## src/rtl/pp_stream_gen_if.sv

```systemverilog
// Operand/row stream bundle for pp_stream_gen: operation request side and row output side.
interface pp_stream_gen_if #(
  parameter int W = 16,
  parameter int N = 16
);
  logic                   in_valid;
  logic                   in_ready;
  logic [N-1:0]           in_x;
  logic [W-1:0]           in_y;
  logic                   in_mode;
  logic                   out_valid;
  logic                   out_ready;
  logic [W+1:0]           out_pp;
  logic [$clog2(N)-1:0]   out_shift;
  logic                   out_last;

  modport master (
    output in_valid, in_x, in_y, in_mode, out_ready,
    input  in_ready, out_valid, out_pp, out_shift, out_last
  );
  modport slave (
    input  in_valid, in_x, in_y, in_mode, out_ready,
    output in_ready, out_valid, out_pp, out_shift, out_last
  );
endinterface

```

## src/rtl/pp_stream_gen.sv

```systemverilog
// Serial partial-product row generator (radix-2 binary or radix-4 Booth per operation).
// Build option PP_STREAM_GEN_SKIP_ZERO_EN: suppress zero rows (all-zero op emits one zero row).
module pp_stream_gen #(
  parameter int W = 16,
  parameter int N = 16
) (
  input  logic           clk,
  input  logic           rst,
  pp_stream_gen_if.slave s_bus
);
  localparam int CW = $clog2(N);

  typedef enum logic {IDLE, EMIT} state_t;
  typedef struct packed {
    logic [CW-1:0] idx;
    logic [W+1:0]  pp;
    logic          last;
  } row_t;

  state_t        r_state, w_state_nxt;
  logic [N-1:0]  r_x;
  logic [W-1:0]  r_y;
  logic          r_mode;
  logic [CW-1:0] r_cnt;
  logic          r_valid;
  logic          r_last;
  logic [W+1:0]  r_pp;
  logic [CW-1:0] r_shift;
  logic          w_acc, w_hs;
  row_t          w_first, w_next;

  function automatic logic [W+1:0] pp_of(input logic [N-1:0] x, input logic [W-1:0] y,
                                         input logic m, input int k);
    logic [W+1:0] sy;
    logic [N:0]   xe;
    logic [2:0]   b;
    sy    = {{2{y[W-1]}}, y};
    xe    = {x, 1'b0};
    pp_of = '0;
    if (!m) begin
      // MSB of a two's complement multiplier carries negative weight
      if (x[k]) pp_of = (k == N-1) ? -sy : sy;
    end else begin
      b = xe[2*k+2 -: 3];
      case (b)
        3'b001, 3'b010: pp_of = sy;
        3'b011:         pp_of = sy << 1;
        3'b100:         pp_of = -(sy << 1);
        3'b101, 3'b110: pp_of = -sy;
        default:        pp_of = '0;
      endcase
    end
  endfunction

  // Row to present when starting the search at index start.
  function automatic row_t next_row(input logic [N-1:0] x, input logic [W-1:0] y,
                                    input logic m, input int start);
    row_t r;
    int   rows;
    rows   = m ? N/2 : N;
    r.idx  = '0;
    r.pp   = '0;
    r.last = 1'b1;
`ifdef PP_STREAM_GEN_SKIP_ZERO_EN
    begin
      logic         found;
      logic [W+1:0] p;
      found = 1'b0;
      for (int k = 0; k < N; k++) begin
        if (k >= start && k < rows) begin
          p = pp_of(x, y, m, k);
          if (p != '0) begin
            if (!found) begin
              found = 1'b1;
              r.idx = CW'(k);
              r.pp  = p;
            end else begin
              r.last = 1'b0;
            end
          end
        end
      end
    end
`else
    r.idx  = CW'(start);
    if (start < rows) r.pp = pp_of(x, y, m, start);
    r.last = (start == rows - 1);
`endif
    return r;
  endfunction

  function automatic logic [CW-1:0] shift_of(input logic m, input logic [CW-1:0] idx);
    return m ? {idx[CW-2:0], 1'b0} : idx;
  endfunction

  assign s_bus.in_ready  = (r_state == IDLE) | (r_valid & s_bus.out_ready & r_last);
  assign s_bus.out_valid = r_valid;
  assign s_bus.out_pp    = r_pp;
  assign s_bus.out_shift = r_shift;
  assign s_bus.out_last  = r_last;

  assign w_acc   = s_bus.in_valid & s_bus.in_ready;
  assign w_hs    = r_valid & s_bus.out_ready;
  assign w_first = next_row(s_bus.in_x, s_bus.in_y, s_bus.in_mode, 0);
  assign w_next  = next_row(r_x, r_y, r_mode, int'(r_cnt) + 1);

  always_ff @(posedge clk or posedge rst) begin
    if (rst) r_state <= IDLE;
    else     r_state <= w_state_nxt;
  end

  always_comb begin
    w_state_nxt = r_state;
    case (r_state)
      IDLE:    if (w_acc) w_state_nxt = EMIT;
      EMIT:    if (w_hs && r_last && !w_acc) w_state_nxt = IDLE;
      default: w_state_nxt = IDLE;
    endcase
  end

  always_ff @(posedge clk or posedge rst) begin
    if (rst) begin
      r_x     <= '0;
      r_y     <= '0;
      r_mode  <= 1'b0;
      r_cnt   <= '0;
      r_valid <= 1'b0;
      r_last  <= 1'b0;
      r_pp    <= '0;
      r_shift <= '0;
    end else if (w_acc) begin
      r_x     <= s_bus.in_x;
      r_y     <= s_bus.in_y;
      r_mode  <= s_bus.in_mode;
      r_cnt   <= w_first.idx;
      r_pp    <= w_first.pp;
      r_shift <= shift_of(s_bus.in_mode, w_first.idx);
      r_last  <= w_first.last;
      r_valid <= 1'b1;
    end else if (w_hs) begin
      if (r_last) begin
        r_valid <= 1'b0;
        r_last  <= 1'b0;
      end else begin
        r_cnt   <= w_next.idx;
        r_pp    <= w_next.pp;
        r_shift <= shift_of(r_mode, w_next.idx);
        r_last  <= w_next.last;
      end
    end
  end
endmodule

```

## src/flat_wrapper.sv

```systemverilog
// flat-port wrapper written by rule: the top's interface ports become plain ports
module pp_stream_gen_flat 
#(
  parameter int W = 16,
  parameter int N = 16
)
  (clk, rst, s_bus_in_valid, s_bus_in_x, s_bus_in_y, s_bus_in_mode, s_bus_out_ready, s_bus_in_ready, s_bus_out_valid, s_bus_out_pp, s_bus_out_shift, s_bus_out_last);
  pp_stream_gen_if #(.W(W), .N(N)) s_bus_i ();
  input  logic clk;
  input  logic rst;
  input wire logic [$bits(s_bus_i.in_valid)-1:0] s_bus_in_valid;
  input wire logic [$bits(s_bus_i.in_x)-1:0] s_bus_in_x;
  input wire logic [$bits(s_bus_i.in_y)-1:0] s_bus_in_y;
  input wire logic [$bits(s_bus_i.in_mode)-1:0] s_bus_in_mode;
  input wire logic [$bits(s_bus_i.out_ready)-1:0] s_bus_out_ready;
  output wire logic [$bits(s_bus_i.in_ready)-1:0] s_bus_in_ready;
  output wire logic [$bits(s_bus_i.out_valid)-1:0] s_bus_out_valid;
  output wire logic [$bits(s_bus_i.out_pp)-1:0] s_bus_out_pp;
  output wire logic [$bits(s_bus_i.out_shift)-1:0] s_bus_out_shift;
  output wire logic [$bits(s_bus_i.out_last)-1:0] s_bus_out_last;
  assign s_bus_i.in_valid = s_bus_in_valid;
  assign s_bus_i.in_x = s_bus_in_x;
  assign s_bus_i.in_y = s_bus_in_y;
  assign s_bus_i.in_mode = s_bus_in_mode;
  assign s_bus_i.out_ready = s_bus_out_ready;
  assign s_bus_in_ready = s_bus_i.in_ready;
  assign s_bus_out_valid = s_bus_i.out_valid;
  assign s_bus_out_pp = s_bus_i.out_pp;
  assign s_bus_out_shift = s_bus_i.out_shift;
  assign s_bus_out_last = s_bus_i.out_last;
  pp_stream_gen #(.W(W), .N(N)) u_core (.clk(clk), .rst(rst), .s_bus(s_bus_i));
endmodule
```

## config.mk

```make
export PLATFORM = sky130hd
export DESIGN_NAME = pp_stream_gen_flat
export DESIGN_NICKNAME = d
export VERILOG_FILES = /design/src/rtl/pp_stream_gen_if.sv /design/src/rtl/pp_stream_gen.sv /design/src/flat_wrapper.sv
export SDC_FILE = /design/constraint.sdc
export NUM_CORES = 1
export LEC_CHECK = 0
export CAP_MARGIN = 20
export CORE_MARGIN = 2
export CORE_UTILIZATION = 50
export DETAILED_ROUTE_END_ITERATION = 10
export PLACE_DENSITY = 0.85
export SYNTH_ARGS = -nofsm -noshare
export SYNTH_HDL_FRONTEND = slang
export SYNTH_SLANG_ARGS = --single-unit
```

## constraint.sdc

```tcl
create_clock -name clk -period 3.8 [get_ports clk]
set_input_delay 0.76 -clock clk [delete_from_list [all_inputs] [get_ports clk]]
set_output_delay 0.76 -clock clk [all_outputs]
set_load 0.01 [all_outputs]
```

Word level (Yosys, flattened, before mapping)
Index checks and enable logic that the tools add are counted.
Cells by class
  add/sub/neg operators: 8
  multiply operators: 0
  divide/modulo/power cells: 0
  $lt $le $gt $ge: 3
  equal/unequal tests: 12
  shift-type cells: 1
  mux-type cells: 33
  bitwise gates (word level): 5
  reductions and logical operators: 10
Operators with widths (count)
  $mux 18: 10
  $neg 18->18: 4
  $pmux 18 s4: 1
  $sub 32x2->32 const B: 2
  $pmux 18 s3: 1
  $add 32x3->32 const B: 1
  $eq 32x32->1: 1
  $eq 32x5->1 const B: 1
  $logic_not 32->1: 1
  $lt 1x32->1 const A: 1
  $lt 32x32->1: 1
  $lt 32x6->1 const B: 1
  $shiftx 19x32->3: 1
  $mux 4: 7
  $mux 1: 10
  $mux 5: 2
  $eq 3x3->1 const B: 3
  $eq 3x2->1 const B: 2
  $add 4x1->5 const B: 1
  $bmux 1 s4: 1
  $eq 2x2->1 const B: 2
  $reduce_and 2->1: 2
  $reduce_bool 2->1: 2
  $reduce_or 2->1: 2
  other kinds (9): 12
Word-level totals
  flip-flop bits (word level): 62
  latch bits: 0
  memory bits (writable): 0
  memory bits (read-only): 0
  input port bits: 37
  output and inout port bits: 25
  logic and storage cells: 81
  memories: 0

Logic depth before layout (Yosys ltp)
Gate-level depths: netlist (run 1).
  depth in word-level cells: 11
  mapped depth: 16

Least setup slack after synthesis (run 1)
OpenSTA, ideal clock, no wires.
  path type: reg2reg
  start: register u_core.r_cnt[0]
  end: register u_core.r_pp[3], in the netlist u_core.s_bus.out_pp[3]
  data arrival time: 3.183 ns
  slack: 0.497 ns
  cell stages (with the launch flop): 15
  path buffers: 4
  path through: dfrtp_1 buf_2 buf_2 inv_1 ha_1 buf_2 mux2_2 a221o_1 o211ai_1 a21boi_2 and3_1 clkbuf_2 a221oi_1 o21ai_1 a31o_2
Between the ends
  cells in the longest elaborated chain, start to end: 11
  elaborated cells on any way between the ends: 24
  classes of those cells: 2 x add/sub; 1 x order compare; 7 x eq/ne; 1 x shift; 11 x mux; 2 x reduce/logical
Ends and longest elaborated chain
  start, declared: line pp_stream_gen.sv:24  | logic [CW-1:0] r_cnt;
  start signal, assigned: line pp_stream_gen.sv:135  | r_cnt <= w_first.idx;
  start signal, assigned: line pp_stream_gen.sv:145  | r_cnt <= w_next.idx;
  $add 4x1->5 *: line pp_stream_gen.sv:105  | assign w_next = next_row(r_x, r_y, r_mode, int'(r_cnt) + 1);
  $add 32x3->32: line pp_stream_gen.sv:44  | b = xe[2*k+2 -: 3];
  $shiftx 19x32->3: line pp_stream_gen.sv:44
  $eq 3x3->1 (tied with other cells): line pp_stream_gen.sv:45  | case (b)
  $reduce_or 2->1: line pp_stream_gen.sv:45
  $pmux 18 s4: line pp_stream_gen.sv:45
  $mux 18: line pp_stream_gen.sv:40  | if (!m) begin
  $mux 18 *: line pp_stream_gen.sv:86  | if (start < rows) r.pp = pp_of(x, y, m, start);
  $mux 18 *: line pp_stream_gen.sv:141  | if (r_last) begin
  $mux 18 *: line pp_stream_gen.sv:140  | end else if (w_hs) begin
  $mux 18 *: line pp_stream_gen.sv:131  | end else if (w_acc) begin
  end signal, assigned: line pp_stream_gen.sv:136  | r_pp <= w_first.pp;
  end signal, assigned: line pp_stream_gen.sv:146  | r_pp <= w_next.pp;
  end, declared: line pp_stream_gen.sv:27  | logic [W+1:0] r_pp;
Mark *: on every way between the ends. The rest lies on a longest branch, timed or not. The select of a mux whose other input is x is not followed.
A chain may end at the register's enable or synchronous reset.

Worst setup path after layout (run 1)
  start: register u_core.r_cnt[0]
  end: register u_core.r_pp[4], in the netlist u_core.s_bus.out_pp[4]
The elaborated chain is that of the path after synthesis.

==> results.toml, run 1 <==
[timing]
relSlewSlack = 0.384
fin_ws_ns = 0.235
final_hold_viol_count = 0
grt_setup_unrepaired = "false"
fmax_mhz = 280
slew_viol_final = 0
fin_skew_ns = 0.00862
fin_crit_sh = 0.938
setup_viol = 0
min_period_ns = 3.57
finalSetupTns_ns = 0
worst_slew_pin_slew_ns = 0.921
hold_slack_ns = 0.510

[grt]
grt_pass1_wl_mm = 24.5
grt_usage = 0.271
grt_antenna_before_repair = 0
grt_max_degree = 63
grt_pass1_vias = 4973
grt.overflow.total = 0

[worst_setup_path]
critPathKind = "flip-flop to flip-flop"
worstPathBufferInverterCount = 1
r2r_start = "u_core.r_cnt[0]"
critPathTopFamily = "compound AO/OA/AOI/OAI gates"
cp_slowest_cell = "o21a_1"
crit_arrival_ns = 3.81
critPathMaxFanout = 22
r2r-end = "u_core.s_bus.out_pp[4]"
worstRegToRegCells = 10
worstPathRequired_ns = 4.05
path_cells = "buf_4, ha_1, xor2_2, a31oi_1, a211oi_2, o21a_1, nand2_1, xor2_1, o2111ai_1, a31o_2"
max_stage_delay_ns = 0.58
r2r_slack_ns = 0.23
start_kind = "flip-flop"
cp-end-kind = "flip-flop"

[hold_path]
min_to = "u_core.r_x[12]"
hp-start = "u_core.r_x[12]"
min_path_type = "flip-flop to flip-flop"
holdPathStages = 2

[placed_design]
place_congestion = 0.983
io_buffers = 61
post-place-ws_ns = 0.163
dp_hpwl_mm = 10.5
dpl-instance-area_um2 = 5870
dp_cells = 820

[synth]
synthArstFlopShare = 1.00
ys_types = 69
synth_nets = 709
yosys_warnings = 0
seq_area_frac_synth = 0.297
synth_area_um2 = 5220
syn_inst = 665
ys.flop_type = "dfrtp_1"
ys_seq_elements = 62
synth_edf_count = 0
avgSynthCellArea_um2 = 7.85

[finish]
drive_above_1_share = 0.0971
fin_area_um2 = 6050
stdcell_count = 836
n_antenna_cell = 0
nets = 739
n_fill_cell = 848
syn2layout_area_growth_pct = 15.9

[routing]
drtPass1Iterations = 9
via_per_inst = 6.27
ant_nets = 0
wl_per_cell_um = 17.9
wl_mm = 15.0
vias = 5241
drt-initial-drc-count = 670
drc_errors = 0

[floorplan]
core_area_um2 = 10200
die_area_um2 = 11300
die_w_um = 106
initial_utilization = 0.510
die_h_um = 106
io_pins = 62
rows = 37

[run_status]
status = "finished, final reports clean"

[power]
pwr_density_cell_nw_per_um2 = 1080
ir_worst_vdd_v = 0.000857
leakagePower_nw = 2.56

[clock_network]
root_buffer = "clkbuf_8"
clockBufferDepth = 2
htree_levels = 3
clock_latency_ns = 0.36
cts_tree = "done"
path_clk_slew_ns = 0.08
cts_buffers = 9
clkSinkCount = 62

[run]
cap_violations = 0
stage by stage:
| step | power, W | utilization |
|---|---|---|
| finish | 0.00655 | 0.591 |
| global route | 0.00698 | 0.591 |
| CTS | 0.00639 | 0.590 |
| detailed placement | 0.00583 | 0.574 |
| global placement | 0.00569 | 0.574 |
| floorplan | 0.00470 | - |
report_power, final:
group          total, W  switching (W)  internal [W]
registers       0.00137       0.000409      0.000959
logic           0.00465        0.00273       0.00192
clock network  0.000537       0.000299      0.000237
cells by family after synthesis:
| group | count (synthesis) | synth area share |
|---|---|---|
| adders and majority gates | 7 | 0.0168 |
| xor gates and xnor gates | 67 | 0.118 |
| and+or+nand+nor | 287 | 0.254 |
| AOI/OAI and AO/OA | 154 | 0.209 |
| buffers and inverters | 72 | 0.0609 |
| muxes | 16 | 0.0434 |
| DFF | 62 | 0.297 |
timing repair:
action,in CTS,in global routing
resized for setup,0,1
endpoints found under the setup margin,0,1
buffers inserted,0,0
hold buffers,0,0
worst max path at each step:
stage / from / endpoint / slack [ns] / cells past startpoint
6_report: u_core.r_cnt[0] / u_core.s_bus.out_pp[4] / 0.23 / 10
5_1_grt: u_core.r_cnt[0] / u_core.s_bus.out_pp[4] / 0.03 / 10
4_1_cts: u_core.r_cnt[0] / u_core.s_bus.out_pp[15] / 0.33 / 10
3_5_place_dp: s_bus_in_y[1] / u_core.s_bus.out_pp[13] / 0.16 / 10
3_3_place_gp: s_bus_in_y[0] / u_core.s_bus.out_pp[16] / 0.25 / 10
2_1_floorplan: u_core.r_cnt[0] / u_core.s_bus.out_pp[3] / 0.50 / 14
worst reg2reg max path, stage by stage (launching register included):
cell and delay [ns]:
dfrtp_1 0.36, buf_4 0.26, ha_1 0.35, xor2_2 0.45, a31oi_1 0.24, a211oi_2 0.41
o21a_1 0.58, nand2_1 0.16, xor2_1 0.20, o2111ai_1 0.16, a31o_2 0.28
flip-flops by register name, summed over array words and instances (netlist names):
signal and count:
u_core.s_bus.out_pp 18, u_core.r_x 16, u_core.r_y 16, u_core.r_cnt 4, u_core.s_bus.out_shift 4, u_core.r_mode 1, u_core.r_state 1, u_core.s_bus.out_last 1
u_core.s_bus.out_valid 1
per-layer routing:
metal	GRT usage	up-vias	routed length, um
li1	-	2394	-
met1	0.364	2426	6240
met2	0.430	365	6770
met3	0.0472	56	1460
met4	0.119	0	496
met5	0	-	0
cell usage after synthesis (all sizes together), types with 4 or more instances:
| cell | number | share of area |
|---|---|---|
| o211a | 7 | 0.013 |
| nor2 | 50 | 0.040 |
| mux2i | 8 | 0.015 |
| a221o | 5 | 0.0096 |
| nor2b | 6 | 0.0072 |
| and3 | 6 | 0.0072 |
| dfrtp | 62 | 0.30 |
| a31o | 7 | 0.012 |
| xor2 | 36 | 0.063 |
| nor4 | 7 | 0.0096 |
| a22oi | 18 | 0.026 |
| a221oi | 4 | 0.0067 |
| clkbuf | 41 | 0.030 |
| xnor2 | 30 | 0.050 |
| nand3 | 10 | 0.0096 |
| or3 | 7 | 0.0084 |
| a21oi | 18 | 0.017 |
| ha | 7 | 0.017 |
| o211ai | 8 | 0.012 |
| nor3 | 15 | 0.015 |
| buf | 19 | 0.022 |
| or4 | 4 | 0.0082 |
| nand2b | 7 | 0.0084 |
| o21ai | 49 | 0.048 |
| inv | 12 | 0.0086 |
| mux4 | 5 | 0.022 |
| nand2 | 156 | 0.11 |
| a222oi | 8 | 0.015 |
| a211oi | 4 | 0.0067 |
layout make-up:
| class | instances | area [um^2] | area share |
|---|---|---|---|
| clock buffers | 9 | 124 | 0.0205 |
| repair buffers | 79 | 746 | 0.123 |
| clock inverters | 7 | 48.8 | 0.00807 |
| multi-input cells | 531 | 3360 | 0.556 |
| inverters | 12 | 45.0 | 0.00745 |
| flip-flops and latches | 62 | 1550 | 0.257 |
| well taps | 136 | 170 | 0.0281 |
placed cells by master, fill, tap and decap left out, drive strengths merged, types with 4 or more instances in the layout:
| cell | synthesis | final |
|---|---|---|
| inv | 12 | 13 |
| nor2 | 50 | 50 |
| a221oi | 4 | 4 |
| nand2 | 156 | 156 |
| a222oi | 8 | 8 |
| mux2i | 8 | 8 |
| o211ai | 8 | 8 |
| nand3 | 10 | 10 |
| ha | 7 | 7 |
| nor3 | 15 | 15 |
| or3 | 7 | 7 |
| clkdlybuf4s50 | 0 | 61 |
| nor2b | 6 | 6 |
| o21ai | 49 | 49 |
| and3 | 6 | 6 |
| dfrtp | 62 | 62 |
| buf | 19 | 18 |
| a22oi | 18 | 18 |
| xnor2 | 30 | 30 |
| clkbuf | 41 | 9 |
| xor2 | 36 | 36 |
| o211a | 7 | 7 |
| clkinv | 0 | 5 |
| a21oi | 18 | 18 |
| a221o | 5 | 5 |
| or4 | 4 | 4 |
| a211oi | 4 | 4 |
| mux4 | 5 | 5 |
| a31o | 7 | 7 |
| nand2b | 7 | 7 |
| nor4 | 7 | 7 |
Note: power is estimated with default switching activity, not from simulation.
==> inputs of run 2 (changes only) <==
Settings changed: CORE_UTILIZATION 50 to 55, PLACE_DENSITY 0.85 to 0.91.
==> results.toml, run 2 (same netlist as run 1, synthesis figures left out) <==
[routing]
ant_nets = 0
drtPass1Iterations = 6
drc_errors = 0
via_per_inst = 6.33
wl_mm = 15.2
wl_per_cell_um = 18.4
vias = 5226
drt-initial-drc-count = 501

[worst_setup_path]
crit_arrival_ns = 3.73
start_kind = "flip-flop"
critPathMaxFanout = 14
r2r_start = "u_core.r_cnt[1]"
cp-end-kind = "flip-flop"
worstPathRequired_ns = 4.03
critPathLaunch = "u_core.r_cnt[1]"
critPathKind = "flip-flop to flip-flop"

[timing]
fin_skew_ns = 0.0181
worst_slew_pin_slew_ns = 0.907
final_hold_viol_count = 0
hold_slack_ns = 0.518
min_period_ns = 3.50
slew_viol_final = 0
finalSetupTns_ns = 0
relSlewSlack = 0.395
setup_viol = 0
fin_crit_sh = 0.922
fmax_mhz = 285
grt_setup_unrepaired = "false"
fin_ws_ns = 0.296

[hold_path]
hp-start = "u_core.s_bus.out_shift[0]"
min_path_type = "flip-flop to flip-flop"

[clock_network]
path_clk_slew_ns = 0.06
htree_levels = 3
postCtsSetupBuffers = 0
clock_latency_ns = 0.35
cts_tree = "done"
root_buffer = "clkbuf_8"
cts_buffers = 9
clkSinkCount = 62
clockBufferDepth = 2

[floorplan]
rows = 35
die_h_um = 101
die_area_um2 = 10300
die_w_um = 101
initial_utilization = 0.565
core_area_um2 = 9240
io_pins = 62

[finish]
stdcell_count = 826
mostFrequentLayoutCells = "nand2_1 (156), dfrtp_1 (62), clkdlybuf4s50_1 (61)"
fin_area_um2 = 6060
n_antenna_cell = 0
drive_above_1_share = 0.0947
final_common_cell = "nand2_1"
largest_reg_flops = 18
syn2layout_area_growth_pct = 16.2
nets = 739

[placed_design]
place_congestion = 1.00
dp_cells = 813
dp_hpwl_mm = 11.2
io_buffers = 61
dpl-instance-area_um2 = 5860
post-place-ws_ns = 0.180

[run]
cap_violations = 0

[grt]
grt.overflow.total = 0
grt_pass1_wl_mm = 25.0
grt_antenna_before_repair = 0
grt_pass1_vias = 5034
grt_max_degree = 43
grt_usage = 0.308

[power]
pwr_density_cell_nw_per_um2 = 1100
leakagePower_nw = 2.57
ir_worst_vdd_v = 0.000835

[run_status]
status = "finished, final reports clean"
run 2: path summary, 6_finish.rpt:
check	end	slack, ns	cells past startpoint
max	u_core.s_bus.out_pp[4]	0.30	9
min	u_core.s_bus.out_shift[0]	0.52	2
max reg2reg	u_core.s_bus.out_pp[4]	0.30	9
min reg2reg	u_core.s_bus.out_shift[0]	0.52	2
max in group asynchronous	u_core.r_y[13]	2.12	3
min in group asynchronous	u_core.r_state	0.93	2
run 2: critical path: stages, from the launching register on:
cell and delay [ns]:
dfrtp_1 0.43, ha_1 0.64, mux2_2 0.40, a221o_1 0.35, o211ai_1 0.20, nand2_1 0.16, xor2_2 0.22, nand2_1 0.47
o2111ai_1 0.24, a31o_2 0.29
run 2: layer usage:
layer  track usage  vias up  share of wire
met4         0.112        0          0.028
met5             0        -              0
met2         0.497      319           0.47
met1         0.412     2471           0.41
met3        0.0635       47          0.087
li1              -     2389              -
run 2: layout make-up:
| type | count | area, um^2 |
|---|---|---|
| Clock buffer | 12 | 165 |
| Fill cell | 754 | 3180 |
| Sequential cell | 62 | 1550 |
| Multi-Input combinational cell | 531 | 3360 |
| Clock inverter | 1 | 30.0 |
| Timing Repair Buffer | 79 | 749 |
| Tap cell | 129 | 161 |
| Inverter | 12 | 45.0 |
run 2: timing repair:
item,4_1_cts,5_1_grt
endpoints found under the setup margin,0,2
gates resized for setup,0,2
hold buffers,0,0
run 2: through the flow:
stage	util	total power, W
floorplan	-	0.00470
global placement	0.633	0.00569
detailed placement	0.635	0.00587
CTS	0.656	0.00650
global route	0.656	0.00712
finish	0.656	0.00666
run 2: where the power goes:
group / switching [W] / internal (W) / leakage, nW / total (W)
clock network: 0.000261 / 0.000346 / 0.100 / 0.000607
logic: 0.00279 / 0.00192 / 1.69 / 0.00471
registers: 0.000389 / 0.000960 / 0.779 / 0.00135
total: 0.00344 / 0.00323 / 2.57 / 0.00666
==> inputs of run 3 (changes only) <==
Settings changed: CELL_PAD_IN_SITES_DETAIL_PLACEMENT from default to 1, CELL_PAD_IN_SITES_GLOBAL_PLACEMENT from default to 1, CORE_UTILIZATION 55 to 42, CTS_CLUSTER_SIZE from default to 12, PLACE_DENSITY 0.91 to 0.93.
==> results.toml, run 3 (same netlist as run 1, synthesis figures left out) <==
[hold_path]
min_path_type = "flip-flop to flip-flop"
min_to = "u_core.r_x[0]"
holdPathStages = 2
hp-start = "u_core.r_x[0]"

[grt]
grt_antenna_before_repair = 0
grt_pass1_vias = 5422
grt.overflow.total = 0
grt_max_degree = 63
grt_pass1_wl_mm = 29.2
grt_usage = 0.283

[routing]
drtPass1Iterations = 6
via_per_inst = 6.00
ant_nets = 0
wl_mm = 18.1
drc_errors = 0
wl_per_cell_um = 20.8
drt-initial-drc-count = 511
vias = 5229

[worst_setup_path]
cp_slowest_cell = "clkdlybuf4s50_1"
critPathTopFamily = "simple AND/OR/NAND/NOR gates"
r2r_slack_ns = 0.25
critPathMaxFanout = 6
crit_arrival_ns = 3.91
worstPathRequired_ns = 4.03
critPathKind = "input pin to flip-flop"
cp-end-kind = "flip-flop"
path_cells = "clkdlybuf4s50_1, inv_1, ha_1, or3b_1, or4_4, nor3_2, xnor2_1, a222oi_1, o21ai_0, a31o_2"
r2r-end = "u_core.s_bus.out_pp[14]"
start_kind = "input pin"
r2r_start = "u_core.r_cnt[0]"
worstRegToRegCells = 10
max_stage_delay_ns = 0.51
worstPathBufferInverterCount = 2

[finish]
drive_above_1_share = 0.101
fin_area_um2 = 6240
syn2layout_area_growth_pct = 19.5
n_fill_cell = 1472
largest_reg_flops = 18
utilization = 0.517
regArea_um2 = 1550
nets = 742
mostFrequentLayoutCells = "nand2_1 (156), dfrtp_1 (62), clkdlybuf4s50_1 (61)"
final_common_cell = "nand2_1"
stdcell_count = 871
n_antenna_cell = 0
multiInputGateArea_um2 = 3360

[timing]
final_hold_viol_count = 0
fmax_mhz = 272
slew_viol_final = 0
fin_ws_ns = 0.125
min_period_ns = 3.68
fin_crit_sh = 0.967
relSlewSlack = 0.476
grt_setup_unrepaired = "false"
setup_viol = 0
finalSetupTns_ns = 0
worst_slew_pin_slew_ns = 0.779
fin_skew_ns = 0.00973

[power]
power_frac_seq = 0.196
p_sw_w = 0.00366
share_comb_of_total_power = 0.690
pwr_density_cell_nw_per_um2 = 1130
internal_power_w = 0.00342
power_frac_clock = 0.113
leakagePower_nw = 2.63
switching_share = 0.517
ir_worst_vdd_v = 0.000543

[placed_design]
dpl-instance-area_um2 = 5940
post-place-ws_ns = 0.0250
io_buffers = 61
dp_hpwl_mm = 13.0
dp_cells = 855
place_congestion = 0.938

[clock_network]
root_buffer = "clkbuf_16"
clockBufferDepth = 2
htree_levels = 3
clock_latency_ns = 0.34
path_clk_slew_ns = 0.06
cts_buffers = 9
cts_tree = "done"
clkSinkCount = 62
hold_buffers = 0

[floorplan]
initial_utilization = 0.433
die_area_um2 = 13300
io_pins = 62
die_h_um = 115
core_area_um2 = 12100
die_w_um = 115
rows = 40

[run_status]
status = "finished, final reports clean"

[run]
cap_violations = 0
[run 3: changes by cell type in the layout (fill, tap and decap cells not counted), moves of 2 or more]
cell       before  now
clkinv_2        0    2
clkbuf_8       12    3
clkbuf_16       0    9
buf_4          17   20
[run 3: tightest hold or removal path, stage by stage (launching register included)]
cell,delay [ns]
dfrtp_1,0.35
nand2_1,0.06
nand2_1,0.07
[run 3: worst max path at each step]
stage	from	to	slack [ns]	depth (start not counted)
CTS	s_bus_in_y[1]	u_core.s_bus.out_pp[13]	0.19	10
global route	s_bus_in_y[0]	u_core.s_bus.out_pp[13]	0.01	10
detailed placement	s_bus_in_y[1]	u_core.s_bus.out_pp[13]	0.03	10
floorplan	u_core.r_cnt[0]	u_core.s_bus.out_pp[3]	0.50	14
global placement	s_bus_in_y[0]	u_core.s_bus.out_pp[16]	0.24	10
finish	s_bus_in_y[1]	u_core.s_bus.out_pp[13]	0.12	10
[run 3: routing by layer]
| metal | track usage | routed length (um) | vias up |
|---|---|---|---|
| met5 | 0 | 0 | - |
| met4 | 0.120 | 505 | 0 |
| met3 | 0.0361 | 768 | 39 |
| met2 | 0.467 | 8670 | 180 |
| met1 | 0.376 | 8150 | 2611 |
| li1 | - | - | 2399 |
[run 3: metrics by stage]
| stage | total power (W) | hold WS (ns) |
|---|---|---|
| global placement | 0.00586 | 0.490 |
| finish | 0.00708 | 0.511 |
| CTS | 0.00697 | 0.515 |
| floorplan | 0.00470 | 0.458 |
| detailed placement | 0.00609 | 0.507 |
| global route | 0.00755 | 0.555 |
[run 3: cell type report]
class | instances | area share
Multi-Input combinational cell | 531 | 0.539
Sequential cell | 62 | 0.249
Timing Repair Buffer | 82 | 0.125
Clock buffer | 13 | 0.0433
Tap cell | 168 | 0.0337
Inverter | 12 | 0.00722
Clock inverter | 3 | 0.00281
[run 3: power groups by stage]
| stage | logic (W) | clock network [W] | registers [W] |
|---|---|---|---|
| final | 0.00489 | 0.000802 | 0.00139 |
| after global routing | 0.00528 | 0.000839 | 0.00143 |
| after CTS | 0.00479 | 0.000808 | 0.00138 |
| after detailed placement | 0.00471 | 0 | 0.00138 |
| after global placement | 0.00452 | 0 | 0.00134 |
| after floorplan | 0.00354 | 0 | 0.00117 |
[run 3: what timing repair did]
action | CTS | global route
buffers inserted | 0 | 0
gates resized for setup | 0 | 2
endpoints found under the setup margin | 0 | 8
